`config.mk`:
```
export PLATFORM = sky130hd
export DESIGN_NAME = lock_chamber_ctrl_flat
export DESIGN_NICKNAME = d
export VERILOG_FILES = /design/src/rtl/lock_chamber_ctrl_if.sv /design/src/rtl/lock_chamber_ctrl.sv /design/src/flat_wrapper.sv
export SDC_FILE = /design/constraint.sdc
export NUM_CORES = 1
export LEC_CHECK = 0
export BUFFER_PORTS_ARGS = -buffer_cell sky130_fd_sc_hd__buf_2
export CAP_MARGIN = 30
export CORE_ASPECT_RATIO = 0.8
export CORE_MARGIN = 2
export CORE_UTILIZATION = 40
export CTS_CLUSTER_SIZE = 20
export DETAILED_ROUTE_END_ITERATION = 16
export PLACE_DENSITY_LB_ADDON = 0.25
export SYNTH_ARGS = -nofsm -noshare
export SYNTH_HDL_FRONTEND = slang
export SYNTH_SLANG_ARGS = --single-unit
```
`constraint.sdc`:
```
create_clock -name clk -period 3 [get_ports clk]
set_input_delay 0.6 -clock clk [delete_from_list [all_inputs] [get_ports clk]]
set_output_delay 0.6 -clock clk [all_outputs]
set_load 0.01 [all_outputs]
```
`src/rtl/lock_chamber_ctrl_if.sv`:
```
// Signal bundle between a lock chamber controller and its operator panel.
//
// Handshake: there is no valid/ready pairing on this bus. Every switch is a
// level that the controller samples on each rising clock edge; a "press" or
// "arrival" is the first cycle a switch is seen high after being low.
// Status outputs are valid every cycle and need no acknowledge.
//
// Panel -> controller (switches):
//   outer_gondola_arrival_sw, inner_gondola_arrival_sw  arrival requests
//   outer_door_sw, inner_door_sw                        door open presses
//   inc_water_level, dec_water_level                    manual fill / drain
// Controller -> panel (status):
//   outer/inner_gondola_led, outer/inner_door_openable_led,
//   outer/inner_door_open, gondola_in_chamber, water_level, state, err
interface lock_chamber_ctrl_if #(
  parameter int LEVEL_W = 4
);
  logic               outer_gondola_arrival_sw;
  logic               inner_gondola_arrival_sw;
  logic               outer_door_sw;
  logic               inner_door_sw;
  logic               inc_water_level;
  logic               dec_water_level;
  logic               outer_gondola_led;
  logic               inner_gondola_led;
  logic               outer_door_openable_led;
  logic               inner_door_openable_led;
  logic               outer_door_open;
  logic               inner_door_open;
  logic               gondola_in_chamber;
  logic [LEVEL_W-1:0] water_level;
  logic [2:0]         state;
  logic               err;

  modport master (
    output outer_gondola_arrival_sw, inner_gondola_arrival_sw,
           outer_door_sw, inner_door_sw, inc_water_level, dec_water_level,
    input  outer_gondola_led, inner_gondola_led, outer_door_openable_led,
           inner_door_openable_led, outer_door_open, inner_door_open,
           gondola_in_chamber, water_level, state, err
  );

  modport slave (
    input  outer_gondola_arrival_sw, inner_gondola_arrival_sw,
           outer_door_sw, inner_door_sw, inc_water_level, dec_water_level,
    output outer_gondola_led, inner_gondola_led, outer_door_openable_led,
           inner_door_openable_led, outer_door_open, inner_door_open,
           gondola_in_chamber, water_level, state, err
  );
endinterface

```
`src/rtl/lock_chamber_ctrl.sv`:
```
// Controller for one canal lock chamber between a low outer side (level 0)
// and a high inner side (level MAX_LEVEL). Latches arrival requests from
// both sides, arbitrates between them, and sequences entry door, water
// adjustment and exit door with a water-level interlock.
//
// Ports:
//   clk    in  rising-edge system clock
//   reset  in  asynchronous, active-low; 0 clears all state
//   bus    slave side of lock_chamber_ctrl_if (switches in, status out;
//          state doubles as the FSM debug view)
module lock_chamber_ctrl #(
  parameter int LEVEL_W       = 4,
  parameter int MAX_LEVEL     = 8,
  parameter int STEP          = 1,
  parameter int ARRIVE_CYCLES = 10,
  parameter int ENTER_CYCLES  = 4,
  parameter int DEPART_CYCLES = 10,
  parameter int AUTO_FILL     = 0
) (
  input  logic                  clk,
  input  logic                  reset,
  lock_chamber_ctrl_if.slave    bus
);

  typedef enum logic [2:0] {
    IDLE       = 3'd0,
    ARRIVE     = 3'd1,
    WAIT_ENTRY = 3'd2,
    ENTER      = 3'd3,
    ADJUST     = 3'd4,
    WAIT_EXIT  = 3'd5,
    DEPART     = 3'd6
  } state_t;

  // Side encoding used for every 2-bit vector below: bit 0 outer, bit 1 inner.
  localparam logic SIDE_INNER = 1'b1;

  localparam int MAX_CYC = (ARRIVE_CYCLES > ENTER_CYCLES)
    ? ((ARRIVE_CYCLES > DEPART_CYCLES) ? ARRIVE_CYCLES : DEPART_CYCLES)
    : ((ENTER_CYCLES > DEPART_CYCLES) ? ENTER_CYCLES : DEPART_CYCLES);
  localparam int TMR_W = (MAX_CYC > 1) ? $clog2(MAX_CYC) : 1;

  localparam logic [LEVEL_W-1:0] LVL_MAX  = LEVEL_W'(MAX_LEVEL);
  localparam logic [LEVEL_W-1:0] LVL_STEP = LEVEL_W'(STEP);
  localparam logic [LEVEL_W:0]   MAX_X    = (LEVEL_W+1)'(MAX_LEVEL);
  localparam logic [LEVEL_W:0]   STEP_X   = (LEVEL_W+1)'(STEP);

  state_t             state_q, state_d;
  logic               side_q, side_d;      // side currently granted
  logic               last_q, last_d;      // side most recently served
  logic [TMR_W-1:0]   timer_q, timer_d;
  logic [LEVEL_W-1:0] level_q, level_d;
  logic [1:0]         flag_q, flag_d;
  logic [1:0]         arr_prev_q, door_prev_q;
  logic               err_q;

  logic [1:0]         arr_sw, door_sw, arr_rise, press, openable, grant_mask;
  logic               grant, grant_side;
  logic [LEVEL_W-1:0] entry_tgt, exit_tgt, raise_lvl, lower_lvl;
  logic [LEVEL_W:0]   up_x;
  logic               manual_ok;

  assign arr_sw   = {bus.inner_gondola_arrival_sw, bus.outer_gondola_arrival_sw};
  assign door_sw  = {bus.inner_door_sw, bus.outer_door_sw};
  assign arr_rise = arr_sw & ~arr_prev_q;
  assign press    = door_sw & ~door_prev_q;

  // A gondola enters on its own side and leaves on the opposite one.
  assign entry_tgt = (side_q == SIDE_INNER) ? LVL_MAX : '0;
  assign exit_tgt  = (side_q == SIDE_INNER) ? '0 : LVL_MAX;

  // With both requests pending, alternate away from the side served last.
  assign grant_side = (flag_q == 2'b11) ? ~last_q : flag_q[1];
  assign grant_mask = grant ? {grant_side, ~grant_side} : 2'b00;
  // A set flag ignores new edges; a grant clears its flag.
  assign flag_d     = (flag_q & ~grant_mask) | (arr_rise & ~flag_q);

  // Saturating one-step moves; with targets at 0 and MAX_LEVEL only, the
  // saturation limits are also the no-overshoot clamps for auto fill.
  assign up_x      = {1'b0, level_q} + STEP_X;
  assign raise_lvl = (up_x > MAX_X) ? LVL_MAX : up_x[LEVEL_W-1:0];
  assign lower_lvl = ({1'b0, level_q} < STEP_X) ? '0 : (level_q - LVL_STEP);

  // State register
  always_ff @(posedge clk or negedge reset) begin
    if (!reset) begin
      state_q     <= IDLE;
      side_q      <= 1'b0;
      last_q      <= SIDE_INNER;
      timer_q     <= '0;
      level_q     <= '0;
      flag_q      <= 2'b00;
      arr_prev_q  <= 2'b00;
      door_prev_q <= 2'b00;
      err_q       <= 1'b0;
    end else begin
      state_q     <= state_d;
      side_q      <= side_d;
      last_q      <= last_d;
      timer_q     <= timer_d;
      level_q     <= level_d;
      flag_q      <= flag_d;
      arr_prev_q  <= arr_sw;
      door_prev_q <= door_sw;
      // Any press that the openable LEDs did not allow is rejected.
      err_q       <= |(press & ~openable);
    end
  end

  // Next-state logic
  always_comb begin
    state_d = state_q;
    side_d  = side_q;
    last_d  = last_q;
    timer_d = timer_q;
    grant   = 1'b0;
    case (state_q)
      IDLE: if (|flag_q) begin
        grant   = 1'b1;
        side_d  = grant_side;
        timer_d = TMR_W'(ARRIVE_CYCLES - 1);
        state_d = ARRIVE;
      end
      ARRIVE: if (timer_q == '0) state_d = WAIT_ENTRY;
              else timer_d = timer_q - 1'b1;
      WAIT_ENTRY: if (press[side_q] && openable[side_q]) begin
        timer_d = TMR_W'(ENTER_CYCLES - 1);
        state_d = ENTER;
      end
      ENTER: if (timer_q == '0) state_d = ADJUST;
             else timer_d = timer_q - 1'b1;
      ADJUST: if (level_q == exit_tgt) state_d = WAIT_EXIT;
      WAIT_EXIT: if (press[~side_q] && openable[~side_q]) begin
        timer_d = TMR_W'(DEPART_CYCLES - 1);
        state_d = DEPART;
      end
      DEPART: if (timer_q == '0) begin
        last_d  = side_q;
        state_d = IDLE;
      end else timer_d = timer_q - 1'b1;
      default: state_d = IDLE;
    endcase
  end

  // Water level. Doors are only open in ENTER and DEPART, where the level
  // never moves. In manual mode the level is also held on the cycle an
  // entry press is accepted and once ADJUST reaches the exit target, so the
  // door always opens at exactly the level that made it openable.
  always_comb begin
    level_d   = level_q;
    manual_ok = 1'b0;
    case (state_q)
      IDLE:       manual_ok = 1'b1;
      WAIT_ENTRY: manual_ok = (state_d == WAIT_ENTRY);
      ADJUST:     manual_ok = (level_q != exit_tgt);
      default:    manual_ok = 1'b0;
    endcase
    if (AUTO_FILL != 0) begin
      if (state_q == WAIT_ENTRY)
        level_d = (side_q == SIDE_INNER) ? raise_lvl : lower_lvl;
      else if (state_q == ADJUST)
        level_d = (side_q == SIDE_INNER) ? lower_lvl : raise_lvl;
    end else if (manual_ok) begin
      if (bus.inc_water_level && !bus.dec_water_level)      level_d = raise_lvl;
      else if (bus.dec_water_level && !bus.inc_water_level) level_d = lower_lvl;
    end
  end

  // Output logic
  always_comb begin
    openable = 2'b00;
    if (state_q == WAIT_ENTRY && level_q == entry_tgt) openable[side_q]  = 1'b1;
    if (state_q == WAIT_EXIT  && level_q == exit_tgt)  openable[~side_q] = 1'b1;

    bus.outer_gondola_led = flag_q[0] ||
      (side_q == 1'b0 && (state_q == ARRIVE || state_q == WAIT_ENTRY));
    bus.inner_gondola_led = flag_q[1] ||
      (side_q == 1'b1 && (state_q == ARRIVE || state_q == WAIT_ENTRY));
    bus.outer_door_openable_led = openable[0];
    bus.inner_door_openable_led = openable[1];
    bus.outer_door_open = (state_q == ENTER  && side_q == 1'b0) ||
                          (state_q == DEPART && side_q == 1'b1);
    bus.inner_door_open = (state_q == ENTER  && side_q == 1'b1) ||
                          (state_q == DEPART && side_q == 1'b0);
    bus.gondola_in_chamber = (state_q == ADJUST) || (state_q == WAIT_EXIT) ||
                             (state_q == DEPART);
    bus.water_level = level_q;
    bus.state       = state_q;
    bus.err         = err_q;
  end

endmodule
```
`src/flat_wrapper.sv`:
```
// flat-port wrapper written by rule: the top's interface ports become plain ports
module lock_chamber_ctrl_flat 
#(
  parameter int LEVEL_W       = 4,
  parameter int MAX_LEVEL     = 8,
  parameter int STEP          = 1,
  parameter int ARRIVE_CYCLES = 10,
  parameter int ENTER_CYCLES  = 4,
  parameter int DEPART_CYCLES = 10,
  parameter int AUTO_FILL     = 0
)
  (clk, reset, bus_outer_gondola_arrival_sw, bus_inner_gondola_arrival_sw, bus_outer_door_sw, bus_inner_door_sw, bus_inc_water_level, bus_dec_water_level, bus_outer_gondola_led, bus_inner_gondola_led, bus_outer_door_openable_led, bus_inner_door_openable_led, bus_outer_door_open, bus_inner_door_open, bus_gondola_in_chamber, bus_water_level, bus_state, bus_err);
  lock_chamber_ctrl_if #(.LEVEL_W(LEVEL_W)) bus_i ();
  input  logic clk;
  input  logic reset;
  input wire logic [$bits(bus_i.outer_gondola_arrival_sw)-1:0] bus_outer_gondola_arrival_sw;
  input wire logic [$bits(bus_i.inner_gondola_arrival_sw)-1:0] bus_inner_gondola_arrival_sw;
  input wire logic [$bits(bus_i.outer_door_sw)-1:0] bus_outer_door_sw;
  input wire logic [$bits(bus_i.inner_door_sw)-1:0] bus_inner_door_sw;
  input wire logic [$bits(bus_i.inc_water_level)-1:0] bus_inc_water_level;
  input wire logic [$bits(bus_i.dec_water_level)-1:0] bus_dec_water_level;
  output wire logic [$bits(bus_i.outer_gondola_led)-1:0] bus_outer_gondola_led;
  output wire logic [$bits(bus_i.inner_gondola_led)-1:0] bus_inner_gondola_led;
  output wire logic [$bits(bus_i.outer_door_openable_led)-1:0] bus_outer_door_openable_led;
  output wire logic [$bits(bus_i.inner_door_openable_led)-1:0] bus_inner_door_openable_led;
  output wire logic [$bits(bus_i.outer_door_open)-1:0] bus_outer_door_open;
  output wire logic [$bits(bus_i.inner_door_open)-1:0] bus_inner_door_open;
  output wire logic [$bits(bus_i.gondola_in_chamber)-1:0] bus_gondola_in_chamber;
  output wire logic [$bits(bus_i.water_level)-1:0] bus_water_level;
  output wire logic [$bits(bus_i.state)-1:0] bus_state;
  output wire logic [$bits(bus_i.err)-1:0] bus_err;
  assign bus_i.outer_gondola_arrival_sw = bus_outer_gondola_arrival_sw;
  assign bus_i.inner_gondola_arrival_sw = bus_inner_gondola_arrival_sw;
  assign bus_i.outer_door_sw = bus_outer_door_sw;
  assign bus_i.inner_door_sw = bus_inner_door_sw;
  assign bus_i.inc_water_level = bus_inc_water_level;
  assign bus_i.dec_water_level = bus_dec_water_level;
  assign bus_outer_gondola_led = bus_i.outer_gondola_led;
  assign bus_inner_gondola_led = bus_i.inner_gondola_led;
  assign bus_outer_door_openable_led = bus_i.outer_door_openable_led;
  assign bus_inner_door_openable_led = bus_i.inner_door_openable_led;
  assign bus_outer_door_open = bus_i.outer_door_open;
  assign bus_inner_door_open = bus_i.inner_door_open;
  assign bus_gondola_in_chamber = bus_i.gondola_in_chamber;
  assign bus_water_level = bus_i.water_level;
  assign bus_state = bus_i.state;
  assign bus_err = bus_i.err;
  lock_chamber_ctrl #(.LEVEL_W(LEVEL_W), .MAX_LEVEL(MAX_LEVEL), .STEP(STEP), .ARRIVE_CYCLES(ARRIVE_CYCLES), .ENTER_CYCLES(ENTER_CYCLES), .DEPART_CYCLES(DEPART_CYCLES), .AUTO_FILL(AUTO_FILL)) u_core (.clk(clk), .reset(reset), .bus(bus_i));
endmodule
```
==> results.cfg <==
[floorplanning]
dieArea_mm2 = 0.00424
rows = 19
start_util_pct = 42.7
core-area_mm2 = 0.00349
ios = 23
die_h_um = 58.7
die_w_um = 72.3

[critical_path]
cp_max_fo = 9
r2r_cells = 7
rr_endpoint = u_core.bus.water_level[0]
worstSetupStartpoint = u_core.bus.water_level[1]
reg2reg_from = u_core.bus.water_level[1]
cp.arrival_ns = 1.95
ff2ff_setup_slack_ns = 0.71
worstPathRequired_ns = 2.40
criticalPathCategory = flip-flop to output port
cp-start-kind = flip-flop
crit_path_end_kind = output port

[sta]
hold_ws_ns = 0.271
fin_crit_sh_pct = 85.0
tightest_slew_ns = 0.837
setup_viol = 0
max_freq_mhz = 392
rsz0062_at_grt = no
tns_ns = 0
min_period_ns = 2.55
maxSlewHeadroom_pct = 44.1
hold_viol = 0
finalMaxSlewViolations = 0
fin_skew_ns = 0.00710

[grt]
grt_max_degree = 25
grt_overflow_total = 0
grt_use_total_pct = 16.6
use_met2_pct = 23.6
antenna_found_initial = 0
use_met3_pct = 4.97
grt_use_met1_pct = 24.9
grt_pass1_wl_um = 5550
first_global_vias = 1202
grt_busiest_layer = met1

[logic_synthesis]
synth_seq_area_share_pct = 33.6
syn-mean-instance-area_um2 = 8.89
synth.distinct_cells = 56
dominantRegCellSynth = dfrtp_1
synth.net_count = 182
synth_area_mm2 = 0.00149
synth_edf_count = 0
ys_async_sr_fraction_pct = 100
syn_inst = 168
ys_ff_latch = 20
synth_warnings = 0

[clock_network]
h-tree-depth = 1
cts.path.max_buffers = 2
tritoncts = yes
ctsRootBufferMaster = clkbuf_8
cts-resized-gates = 0
ctsHoldBuffers = 0
clk_latency_ns = 0.27
clkSinkCount = 20
cts_buffers = 3
path_clk_slew_ns = 0.08
post_cts_buffers = 0

[pwr]
ir_worst_vdd_v = 0.000551
p_leak_nw = 0.728
finalPower_mw = 1.84
p_per_area_mw_per_mm2 = 1100

[routing]
drtIter0Drc = 89
ant_nets = 0
vias_per_cell = 5.71
first_pass_iters = 4
drc = 0
vias = 1280
wl_per_cell_um = 14.4
routed_wl_um = 3230

[place]
dpl-instance-area_mm2 = 0.00160
finalWeightedCongestion = 0.784
hpwl_um = 2300
port_buffers = 22

[finish]
syn_to_final_growth_pct = 11.7
finalInstanceArea_mm2 = 0.00167
nFillCells = 348
layout_common_cells = 22 x buf_2, 19 x dfrtp_1, 13 x a21oi_1
layout_commonest_cell = buf_2
final_util_pct = 47.8
drive_gt1_share_pct = 20.3
nets = 197
regArea_um2 = 502
multi_input_area_um2 = 907
n_antenna_cell = 0

[flow_run]
max_cap_viol_count = 0

[run_status]
status = finished, final reports clean

[hold_path]
hold_path.class = input pin to async pin
[synthesized netlist by cell type, drive strengths merged, types with 5 or more instances]
library cell / number / area, µm²
nand3b: 5 / 41.3
nand3: 6 / 35.0
buf: 8 / 43.8
a21oi: 13 / 65.1
nor2: 7 / 26.3
dfrtp: 19 / 475
o21ai: 11 / 55.1
nand2b: 5 / 31.3
nor2b: 6 / 37.5
nand2: 11 / 41.3
ha: 6 / 75.1
inv: 7 / 26.3
mux2i: 6 / 60.1
[worst max-delay path, stage by stage (launching register included)]
cell and delay, ns:
dfrtp_1 0.48, inv_1 0.14, ha_1 0.17, nor2b_1 0.33, nand4_1 0.21, mux2i_1 0.20, buf_2 0.15
[power by group]
group,switching (mW),internal (mW)
clock,0.0955,0.178
sequential,0.278,0.372
combinational,0.471,0.441
[sequential cells by signal (all words and copies together) (netlist names)]
signal and count:
u_core.bus.water_level 4, u_core.timer_q 4, u_core.bus.state 3, u_core.arr_prev_q 2, u_core.door_prev_q 2, u_core.flag_q 2, u_core.bus.err 1, u_core.last_q 1
u_core.side_q 1
[logic make-up after synthesis]
kind of cell | count (synthesis) | synth area share, %
compound gates | 51 | 22.6
xor+xnor | 3 | 1.76
fa+ha+maj | 6 | 5.02
buf+inv | 19 | 5.70
flops | 20 | 33.6
mux | 9 | 6.53
simple gates | 60 | 24.8
[metal layers]
layer  vias up  wire [µm]
met5         -          0
met4         0         16
met3         2        148
met2        28       1380
met1       611       1680
li1        639          -
[metrics by stage]
| stage | worst slack, ns | std cells |
|---|---|---|
| finish | 0.450 | 224 |
| global route | 0.255 | 224 |
| CTS | 0.457 | 224 |
| detailed placement | 0.741 | 220 |
| global placement | 0.837 | 220 |
| floorplan | 0.937 | 168 |
[worst max path at each step]
stage / to / slack, ns
global route: bus_inner_door_openable_led / 0.25
finish: bus_inner_door_openable_led / 0.45
detailed placement: u_core.bus.water_level[0] / 0.74
floorplan: u_core.bus.water_level[0] / 0.94
CTS: bus_inner_door_openable_led / 0.46
global placement: bus_outer_door_openable_led / 0.84
[cell type report]
type	instances	area share (%)
inverter	7	1.57
clock buffer	3	2.47
timing repair buffer	22	6.60
tap	42	3.15
multi-input combinational	129	54.3
sequential	20	30.1
clock inverter	1	1.80
(Power assumes the default switching activity.)
